$ cat src/rtl/tod_counter_pkg.sv
// Shared types, constants and BCD helpers for the time-of-day counter.
package tod_counter_pkg;

  typedef logic [3:0] bcd_digit_t;
  typedef logic [7:0] bcd_byte_t;

  localparam bcd_byte_t BCD_59   = 8'h59;
  localparam bcd_byte_t BCD_ZERO = 8'h00;

  typedef enum logic [1:0] {
    HOLD  = 2'd0,
    COUNT = 2'd1,
    LOAD  = 2'd2
  } tod_state_t;

  function automatic logic bcd_valid(input bcd_byte_t v);
    return (v[7:4] <= 4'd9) && (v[3:0] <= 4'd9);
  endfunction

  function automatic logic bcd_lt(input bcd_byte_t a, input bcd_byte_t b);
    return (a[7:4] < b[7:4]) || ((a[7:4] == b[7:4]) && (a[3:0] < b[3:0]));
  endfunction

  function automatic bcd_byte_t to_bcd(input int unsigned n);
    return {4'((n / 32'd10) % 32'd10), 4'(n % 32'd10)};
  endfunction

  // Successor of v, wrapping to zero after last; low digit 9 carries into the high digit.
  function automatic bcd_byte_t bcd_succ(input bcd_byte_t v, input bcd_byte_t last);
    if (v == last) begin
      return BCD_ZERO;
    end else if (v[3:0] == 4'd9) begin
      return {v[7:4] + 4'd1, 4'd0};
    end else begin
      return {v[7:4], v[3:0] + 4'd1};
    end
  endfunction

endpackage

$ cat src/rtl/tod_counter_bcd_mod_counter.sv
// Two-digit packed-BCD modulo counter; carry is the combinational wrap-out for cascading.
module bcd_mod_counter
  import tod_counter_pkg::*;
#(
  parameter int unsigned MODULUS = 60
) (
  input  logic      clk,
  input  logic      reset,
  input  logic      inc,
  input  logic      load,
  input  bcd_byte_t load_val,
  output bcd_byte_t val,
  output logic      carry
);

  localparam bcd_byte_t LAST = to_bcd(MODULUS - 32'd1);

  assign carry = inc & ~load & (val == LAST);

  // Digit register: load beats increment.
  always_ff @(posedge clk) begin
    if (reset) begin
      val <= BCD_ZERO;
    end else if (load) begin
      val <= load_val;
    end else if (inc) begin
      val <= bcd_succ(val, LAST);
    end else begin
      val <= val;
    end
  end

endmodule

$ cat src/rtl/tod_counter.sv
// Time-of-day counter (hh:mm:ss packed BCD) with validated load handshake.
// Optional alarm comparator is built when TOD_ALARM_EN is defined.
module tod_counter
  import tod_counter_pkg::*;
#(
  parameter int unsigned HOUR_LIMIT = 24
) (
  input  logic      clk,
  input  logic      reset,
  input  logic      tick,
  input  logic      run,
  input  logic      set_valid,
  output logic      set_ready,
  input  bcd_byte_t set_hh,
  input  bcd_byte_t set_mm,
  input  bcd_byte_t set_ss,
  output bcd_byte_t hour,
  output bcd_byte_t min,
  output bcd_byte_t sec,
  output logic      min_pulse,
  output logic      hour_pulse,
  output logic      day_pulse,
  output logic      set_err
`ifdef TOD_ALARM_EN
  ,
  input  bcd_byte_t alarm_hh,
  input  bcd_byte_t alarm_mm,
  input  logic      alarm_arm,
  input  logic      alarm_ack,
  output logic      alarm
`endif
);

  localparam bcd_byte_t HOUR_LIMIT_BCD = to_bcd(HOUR_LIMIT);

  tod_state_t state_r, state_s;
  logic count_en_s, accept_s, load_ok_s, load_s, inc_s;
  logic sec_carry_s, min_carry_s, hour_carry_s;

  assign accept_s  = set_valid & set_ready;
  assign load_ok_s = bcd_valid(set_ss) && !bcd_lt(BCD_59, set_ss) &&
                     bcd_valid(set_mm) && !bcd_lt(BCD_59, set_mm) &&
                     bcd_valid(set_hh) && bcd_lt(set_hh, HOUR_LIMIT_BCD);
  assign load_s    = accept_s & load_ok_s;
  // A tick arriving with an accept is dropped so the loaded value is exact.
  assign inc_s     = count_en_s & tick & ~accept_s;

  // Next state and count enable.
  always_comb begin
    state_s    = state_r;
    count_en_s = 1'b0;
    case (state_r)
      HOLD:        count_en_s = 1'b0;
      COUNT, LOAD: count_en_s = 1'b1;
      default:     count_en_s = 1'b0;
    endcase
    if (accept_s) begin
      state_s = LOAD;
    end else if (run) begin
      state_s = COUNT;
    end else begin
      state_s = HOLD;
    end
  end

  // State, handshake and strobe registers.
  always_ff @(posedge clk) begin
    if (reset) begin
      state_r    <= HOLD;
      set_ready  <= 1'b0;
      set_err    <= 1'b0;
      min_pulse  <= 1'b0;
      hour_pulse <= 1'b0;
      day_pulse  <= 1'b0;
    end else begin
      state_r    <= state_s;
      set_ready  <= (state_s != LOAD);
      set_err    <= accept_s & ~load_ok_s;
      min_pulse  <= sec_carry_s;
      hour_pulse <= min_carry_s;
      day_pulse  <= hour_carry_s;
    end
  end

  bcd_mod_counter #(.MODULUS(60)) u_sec (
    .clk(clk), .reset(reset), .inc(inc_s), .load(load_s),
    .load_val(set_ss), .val(sec), .carry(sec_carry_s)
  );

  bcd_mod_counter #(.MODULUS(60)) u_min (
    .clk(clk), .reset(reset), .inc(sec_carry_s), .load(load_s),
    .load_val(set_mm), .val(min), .carry(min_carry_s)
  );

  bcd_mod_counter #(.MODULUS(HOUR_LIMIT)) u_hour (
    .clk(clk), .reset(reset), .inc(min_carry_s), .load(load_s),
    .load_val(set_hh), .val(hour), .carry(hour_carry_s)
  );

`ifdef TOD_ALARM_EN
  localparam bcd_byte_t HOUR_LAST = to_bcd(HOUR_LIMIT - 32'd1);

  bcd_byte_t next_hour_s, next_min_s;
  logic      alarm_hit_s;

  // The match is taken against the post-update value so alarm rises with hh:mm:00.
  assign next_min_s  = sec_carry_s ? bcd_succ(min, BCD_59) : min;
  assign next_hour_s = min_carry_s ? bcd_succ(hour, HOUR_LAST) : hour;
  assign alarm_hit_s = alarm_arm & sec_carry_s &
                       (next_hour_s == alarm_hh) & (next_min_s == alarm_mm);

  // Sticky alarm flag; a new hit wins over a same-cycle acknowledge.
  always_ff @(posedge clk) begin
    if (reset) begin
      alarm <= 1'b0;
    end else if (alarm_hit_s) begin
      alarm <= 1'b1;
    end else if (alarm_ack) begin
      alarm <= 1'b0;
    end else begin
      alarm <= alarm;
    end
  end
`endif

endmodule

$ cat config.mk
export PLATFORM = sky130hd
export DESIGN_NAME = tod_counter
export DESIGN_NICKNAME = d
export VERILOG_FILES = /design/src/rtl/tod_counter_pkg.sv /design/src/rtl/tod_counter_bcd_mod_counter.sv /design/src/rtl/tod_counter.sv
export SDC_FILE = /design/constraint.sdc
export NUM_CORES = 1
export LEC_CHECK = 0
export ABC_AREA = 1
export CORE_MARGIN = 4
export CORE_UTILIZATION = 50
export CTS_BUF_LIST = sky130_fd_sc_hd__clkbuf_8
export DETAILED_ROUTE_END_ITERATION = 10
export GPL_TIMING_DRIVEN = 1
export HOLD_SLACK_MARGIN = 0.12
export PLACE_DENSITY = 0.82
export SKIP_LAST_GASP = 1
export SYNTH_ARGS = -nofsm -noshare
export SYNTH_HDL_FRONTEND = slang
export SYNTH_SLANG_ARGS = --single-unit
$ cat constraint.sdc
create_clock -name clk -period 2.02 [get_ports clk]
set_input_delay 0.202 -clock clk [delete_from_list [all_inputs] [get_ports clk]]
set_output_delay 0.202 -clock clk [all_outputs]
set_load 0.1 [all_outputs]
==> results of run 1 <==
==> metrics by stage <==
stage	utilization (%)	power (mW)	std cells
2_1_floorplan	-	0.7105	310
3_3_place_gp	66.63	0.7919	417
5_1_grt	68.40	1.271	423
3_5_place_dp	66.63	0.7936	417
4_1_cts	68.40	1.237	423
6_report	68.40	1.217	423
==> registers in the layout, summed over array words and instances (netlist names) <==
| register | count |
|---|---|
| min_pulse | 1 |
| u_min.val | 8 |
| u_hour.val | 8 |
| u_sec.val | 8 |
| hour_pulse | 1 |
| set_ready | 1 |
| set_err | 1 |
| state_r | 2 |
| day_pulse | 1 |
==> cells in the mapped netlist <==
| cell type | instances |
|---|---|
| nand2_1 | 62 |
| or2_2 | 3 |
| and2_1 | 1 |
| nor2_2 | 2 |
| nand3_2 | 1 |
| nand4_1 | 9 |
| xor2_1 | 5 |
| a21boi_0 | 1 |
| nand2_2 | 5 |
| inv_1 | 38 |
| o211ai_2 | 4 |
| o21a_1 | 1 |
| a21oi_1 | 2 |
| nor2_4 | 3 |
| dfxtp_1 | 31 |
| clkbuf_1 | 2 |
| inv_2 | 2 |
| o21ai_0 | 6 |
| ha_1 | 12 |
| a21oi_2 | 2 |
| o21ai_1 | 4 |
| buf_12 | 1 |
| inv_6 | 1 |
| nor2_1 | 44 |
| nor3b_1 | 1 |
| xnor2_1 | 6 |
| nor3_2 | 1 |
| nand3_1 | 49 |
| nand3_4 | 3 |
| o21ai_4 | 1 |
| buf_6 | 6 |
| o21bai_1 | 1 |
==> power breakdown <==
part / internal (mW) / switching [mW] / total (mW)
Sequential: 0.618 / 0.00469 / 0.623
Clock: 0.224 / 0.214 / 0.438
Combinational: 0.0723 / 0.0848 / 0.157
==> worst register-to-register path, cell delays in order, from the launching register on <==
cell     delay (ns)
dfxtp_2        0.38
ha_1           0.18
nand3_2        0.15
nor2_2         0.22
nand2_2        0.25
o21a_1         0.30
nor2_1         0.11
nor2_1         0.04
==> cells by family (layout without fill, tap and decap cells) <==
logic type,Yosys count,count (layout)
buffers and inverters,50,113
adders and majority gates,12,12
xor gates and xnor gates,11,11
and+or+nand+nor,184,184
DFF,31,31
AOI/OAI and AO/OA,22,22
==> layout make-up <==
| type | instances | area, um^2 | area share [%] |
|---|---|---|---|
| Clock buffer | 5 | 68.82 | 2.462 |
| Sequential cell | 31 | 640.6 | 22.92 |
| Inverter | 41 | 158.9 | 5.685 |
| Clock inverter | 1 | 3.754 | 0.1343 |
| Tap cell | 50 | 62.56 | 2.238 |
| Multi-Input combinational cell | 229 | 1295 | 46.33 |
| Timing Repair Buffer | 66 | 565.5 | 20.23 |
==> layer usage <==
layer  vias up  routed length (um)  share of wire, %  GRT usage (%)
met4         0                 142               2.7          10.06
met3        11                 269               5.1          4.104
met1       960                2208                42          23.74
li1       1126                   -                 -              -
met5         -                   0                 0              0
met2        64                2670                50          35.33
==> final timing paths <==
path,startpoint,end,cells after the start
hold reg to reg,u_hour.val[4],u_hour.val[4],2
setup reg to reg,u_sec.val[0],u_min.val[7],7
setup / recovery,u_sec.val[0],u_min.val[7],7
hold / removal,run,state_r[0],3
==> flow_metrics.env, run 1 <==
export IMPL_status="finished clean"
export IMPL_drive_gt1_share_pct=23.32
export IMPL_die_h_um=73.87
export IMPL_maxCapViolations=0
export IMPL_cts_made_buffers=5
export IMPL_tritoncts="done"
export IMPL_grt_pass1_wl_um=8700
export IMPL_postRouteAntennaNets=0
export IMPL_synthToLayoutAreaGrowth_pct=28.84
export IMPL_cts_hold_buf=0
export IMPL_cts_resized=0
export IMPL_avgSynthCellArea_um2=6.999
export IMPL_r2r_setup_slack_ns=0.28
export IMPL_wl_per_cell_um=12.51
export IMPL_whs_ns=0.4630
export IMPL_yosys_warnings=0
export IMPL_crit_path_end_kind="register"
export IMPL_synthCells=310
export IMPL_synth_seq_area_share_pct=28.60
export IMPL_grt_pass1_vias=2004
export IMPL_synth_top_family_by_area="simple AND/OR/NAND/NOR gates"
export IMPL_maxSlewViolCount=0
export IMPL_postCtsSetupBuffers=0
export IMPL_critPathMaxStageDelay_ns=0.38
export IMPL_clk_pin_slew_worst_paths_ns=0.06
export IMPL_synth_simple_gate_area_share_pct=40.66
export IMPL_grt_overflow=0
export IMPL_fillers=357
export IMPL_ys_seq_elements=31
export IMPL_yosysTopAreaCell="dfxtp_1"
export IMPL_final_common_cell="nand2_1"
export IMPL_ir_drop_mv=0.2622
export IMPL_antenna_cells=0
export IMPL_place_worst_setup_slack_ns=0.05637
export IMPL_cts_path_max_buffers=2
export IMPL_critical_path_buf_inv_count=0
export IMPL_start_util_pct=53.09
export IMPL_finalWorstSetupSlack_ns=0.2810
export IMPL_grtUsageTotal_pct=20.44
export IMPL_fmax_mhz=575.0
export IMPL_max_slew_margin_pct=77.00
export IMPL_drt_iter0_drc=150
export IMPL_synth_top_area_share_pct=28.60
export IMPL_worstMarginPinSlew_ns=0.3438
export IMPL_hold_path_class="in -> reg"
export IMPL_synth_xor_area_share_pct=4.441
export IMPL_leakage_nw=1.329
export IMPL_finalClockSkew_ns=0.004753
export IMPL_p_per_area_nw_per_um2=435.5
export IMPL_path_max_fanout=15
export IMPL_syn_nets=351
export IMPL_crit_top_cell="nor2_1"
export IMPL_port_buffers=57
export IMPL_die_w_um=73.87
export IMPL_worstPathCellList="ha_1 > nand3_2 > nor2_2 > nand2_2 > o21a_1 > nor2_1 > nor2_1"
export IMPL_num_vias=2161
export IMPL_clkSinkCount=31
export IMPL_core_region_area_um2=4086
export IMPL_worstSetupPathType="reg -> reg"
export IMPL_synth_area_leaders="dfxtp_1, nand3_1, nand2_1, nor2_1, ha_1"
export IMPL_antenna_found_initial=0
export IMPL_num_rows=23
export IMPL_synth_cell_types=32
export IMPL_nets=415
export IMPL_stdcell_area_um2=2795
export IMPL_dieArea_um2=5457
export IMPL_synthMuxAreaShare_pct=0
export IMPL_start_kind="register"
export IMPL_finalSetupTns_ns=0
export IMPL_setup_viol=0
export IMPL_synth_compound_area_share_pct=7.670
export IMPL_netlist_area_um2=2170
export IMPL_place_gp_congestion=0.8365
export IMPL_drt_total_wl_um=5291
export IMPL_post_route_period_util_pct=86.09
export IMPL_drc=0
export IMPL_min_period_ns=1.739
export IMPL_cp_data_required_time_ns=2.20
export IMPL_crit_arrival_ns=1.92
export IMPL_cp_slowest_cell="dfxtp_2"
export IMPL_place_area_um2=2723
export IMPL_hpwlAfterDp_um=4124
export IMPL_viasPerCell=5.109
export IMPL_firstDrtPassIters=4
export IMPL_insertion_delay_ns=0.28
export IMPL_htreeDepth=2
export IMPL_num_io_pins=58
export IMPL_grt_max_degree=17
export IMPL_yosys_area_share_adder_pct=6.920
export IMPL_layout_common_cells="nand2_1, nand3_1, nor2_1"
export IMPL_hold_viol=0
export IMPL_rsz0062_at_grt="no"
export IMPL_cts_root_buf="clkbuf_8"
export IMPL_cpLargestDelayFamily="simple AND/OR/NAND/NOR gates"
Note: power is estimated with default switching activity, not from simulation.
==> inputs of run 2 (changes only) <==
Settings changed: CORE_MARGIN 4 to default.
==> flow_metrics.env, run 2 (synthesis gave the netlist of run 1 again) <==
export IMPL_path_max_fanout=15
export IMPL_cpLargestDelayFamily="simple AND/OR/NAND/NOR gates"
export IMPL_cts_resized=0
export IMPL_status="finished clean"
export IMPL_crit_arrival_ns=1.91
export IMPL_fmax_mhz=577.7
export IMPL_finalWorstSetupSlack_ns=0.2890
export IMPL_firstDrtPassIters=4
export IMPL_grt_overflow=0
export IMPL_num_vias=2141
export IMPL_hpwlAfterDp_um=3822
export IMPL_cts_root_buf="clkbuf_8"
export IMPL_top_regs="u_hour.val: 8 flops, u_min.val: 8 flops, u_sec.val: 8 flops"
export IMPL_grtUsageTotal_pct=23.21
export IMPL_start_kind="register"
export IMPL_cts_hold_buf=0
export IMPL_crit_path_end_kind="register"
export IMPL_core_region_area_um2=4086
export IMPL_nets=414
export IMPL_grt_pass1_wl_um=8093
export IMPL_num_rows=23
export IMPL_layout_common_cells="nand2_1, nand3_1, nor2_1"
export IMPL_finalClockSkew_ns=0.006925
export IMPL_viasPerCell=5.050
export IMPL_r2r_end="u_min.val[7]"
export IMPL_min_period_ns=1.731
export IMPL_whs_endpoint="state_r[0]"
export IMPL_die_w_um=67.87
export IMPL_maxCapViolations=0
export IMPL_tritoncts="done"
export IMPL_critPathMaxStageDelay_ns=0.39
export IMPL_die_h_um=67.87
export IMPL_hold_path_class="in -> reg"
export IMPL_cts_made_buffers=5
export IMPL_antenna_cells=0
export IMPL_finalSetupTns_ns=0
export IMPL_start_util_pct=53.09
export IMPL_wl_per_cell_um=11.88
export IMPL_worst_path_stages=7
export IMPL_drt_iter0_drc=125
export IMPL_crit_top_cell="nor2_1"
export IMPL_drc=0
export IMPL_leakage_nw=1.334
export IMPL_layout_cells_non_filler=424
export IMPL_hold_depth=3
export IMPL_placed_cells=416
export IMPL_dieArea_um2=4606
export IMPL_synthToLayoutAreaGrowth_pct=28.89
export IMPL_postRouteAntennaNets=0
export IMPL_rsz0062_at_grt="no"
export IMPL_cp_slowest_cell="dfxtp_2"
export IMPL_drive_gt1_share_pct=23.26
export IMPL_setup_viol=0
export IMPL_worstMarginPinSlew_ns=0.3374
export IMPL_drt_total_wl_um=5037
export IMPL_antenna_found_initial=0
export IMPL_grt_pass1_vias=1890
export IMPL_cts_path_max_buffers=2
export IMPL_ir_drop_mv=0.3989
export IMPL_postCtsSetupBuffers=0
export IMPL_port_buffers=57
export IMPL_insertion_delay_ns=0.28
export IMPL_r2r_start="u_sec.val[0]"
export IMPL_place_worst_setup_slack_ns=0.09787
export IMPL_critical_path_buf_inv_count=0
export IMPL_reg2reg_depth=7
export IMPL_cp_data_required_time_ns=2.20
export IMPL_hold_path_startpoint="run"
export IMPL_clkSinkCount=31
export IMPL_final_common_cell="nand2_1"
export IMPL_max_slew_margin_pct=77.43
export IMPL_fillers=358
export IMPL_worstSetupPathType="reg -> reg"
export IMPL_r2r_setup_slack_ns=0.29
export IMPL_post_route_period_util_pct=85.69
export IMPL_num_io_pins=58
export IMPL_htreeDepth=2
export IMPL_maxSlewViolCount=0
export IMPL_place_gp_congestion=0.8551
export IMPL_hold_viol=0
export IMPL_p_per_area_nw_per_um2=447.3
export IMPL_grt_max_degree=17
export IMPL_clk_pin_slew_worst_paths_ns=0.07
export IMPL_worstPathCellList="ha_1 > nand3_2 > nor2_2 > nand2_2 > o21a_1 > nor2_1 > nor2_1"
-- run 2: routing by layer --
layer | global-route usage, % | wire [um]
met5 | 0 | 0
met4 | 9.375 | 82
met3 | 4.833 | 184
met2 | 41.09 | 2529
met1 | 27.03 | 2240
-- run 2: worst max path at each step --
stage / endpoint / from / slack, ns
after floorplan: u_hour.val[6] / u_hour.val[5] / 0.006
after global placement: u_min.val[7] / set_valid / 0.13
after detailed placement: u_sec.val[0] / set_hh[5] / 0.1
after CTS: u_min.val[7] / u_sec.val[0] / 0.27
after global routing: u_min.val[7] / u_sec.val[0] / 0.14
final: u_min.val[7] / u_sec.val[0] / 0.29
-- run 2: stage by stage --
stage	area, um^2	hold WS, ns	power [mW]	util (%)
after detailed placement	2715	0.5102	0.7926	66.44
after floorplan	2190	0.3242	0.7105	-
after CTS	2796	0.4552	1.257	68.43
after global placement	2715	0.5062	0.7912	66.44
final	2796	0.4604	1.251	68.43
after global routing	2796	0.4606	1.290	68.43
-- run 2: report_power, final --
group / internal, mW / total (mW) / switching (mW)
clock: 0.232 / 0.472 / 0.240
combinational: 0.0723 / 0.157 / 0.0845
sequential: 0.617 / 0.622 / 0.00481
-- run 2: final cells by class --
cell class / count / area, um^2 / area share, %
multi-input combinational: 229 / 1295 / 46.31
sequential: 31 / 640.6 / 22.91
timing repair buffer: 65 / 558.0 / 19.96
inverter: 41 / 158.9 / 5.682
clock buffer: 5 / 68.82 / 2.461
tap: 50 / 62.56 / 2.237
clock inverter: 3 / 12.51 / 0.4474
-- run 2: worst register-to-register path: stages, from the launching register on --
cell and delay [ns]:
dfxtp_2 0.39, ha_1 0.18, nand3_2 0.14, nor2_2 0.22, nand2_2 0.25, o21a_1 0.30, nor2_1 0.10, nor2_1 0.05
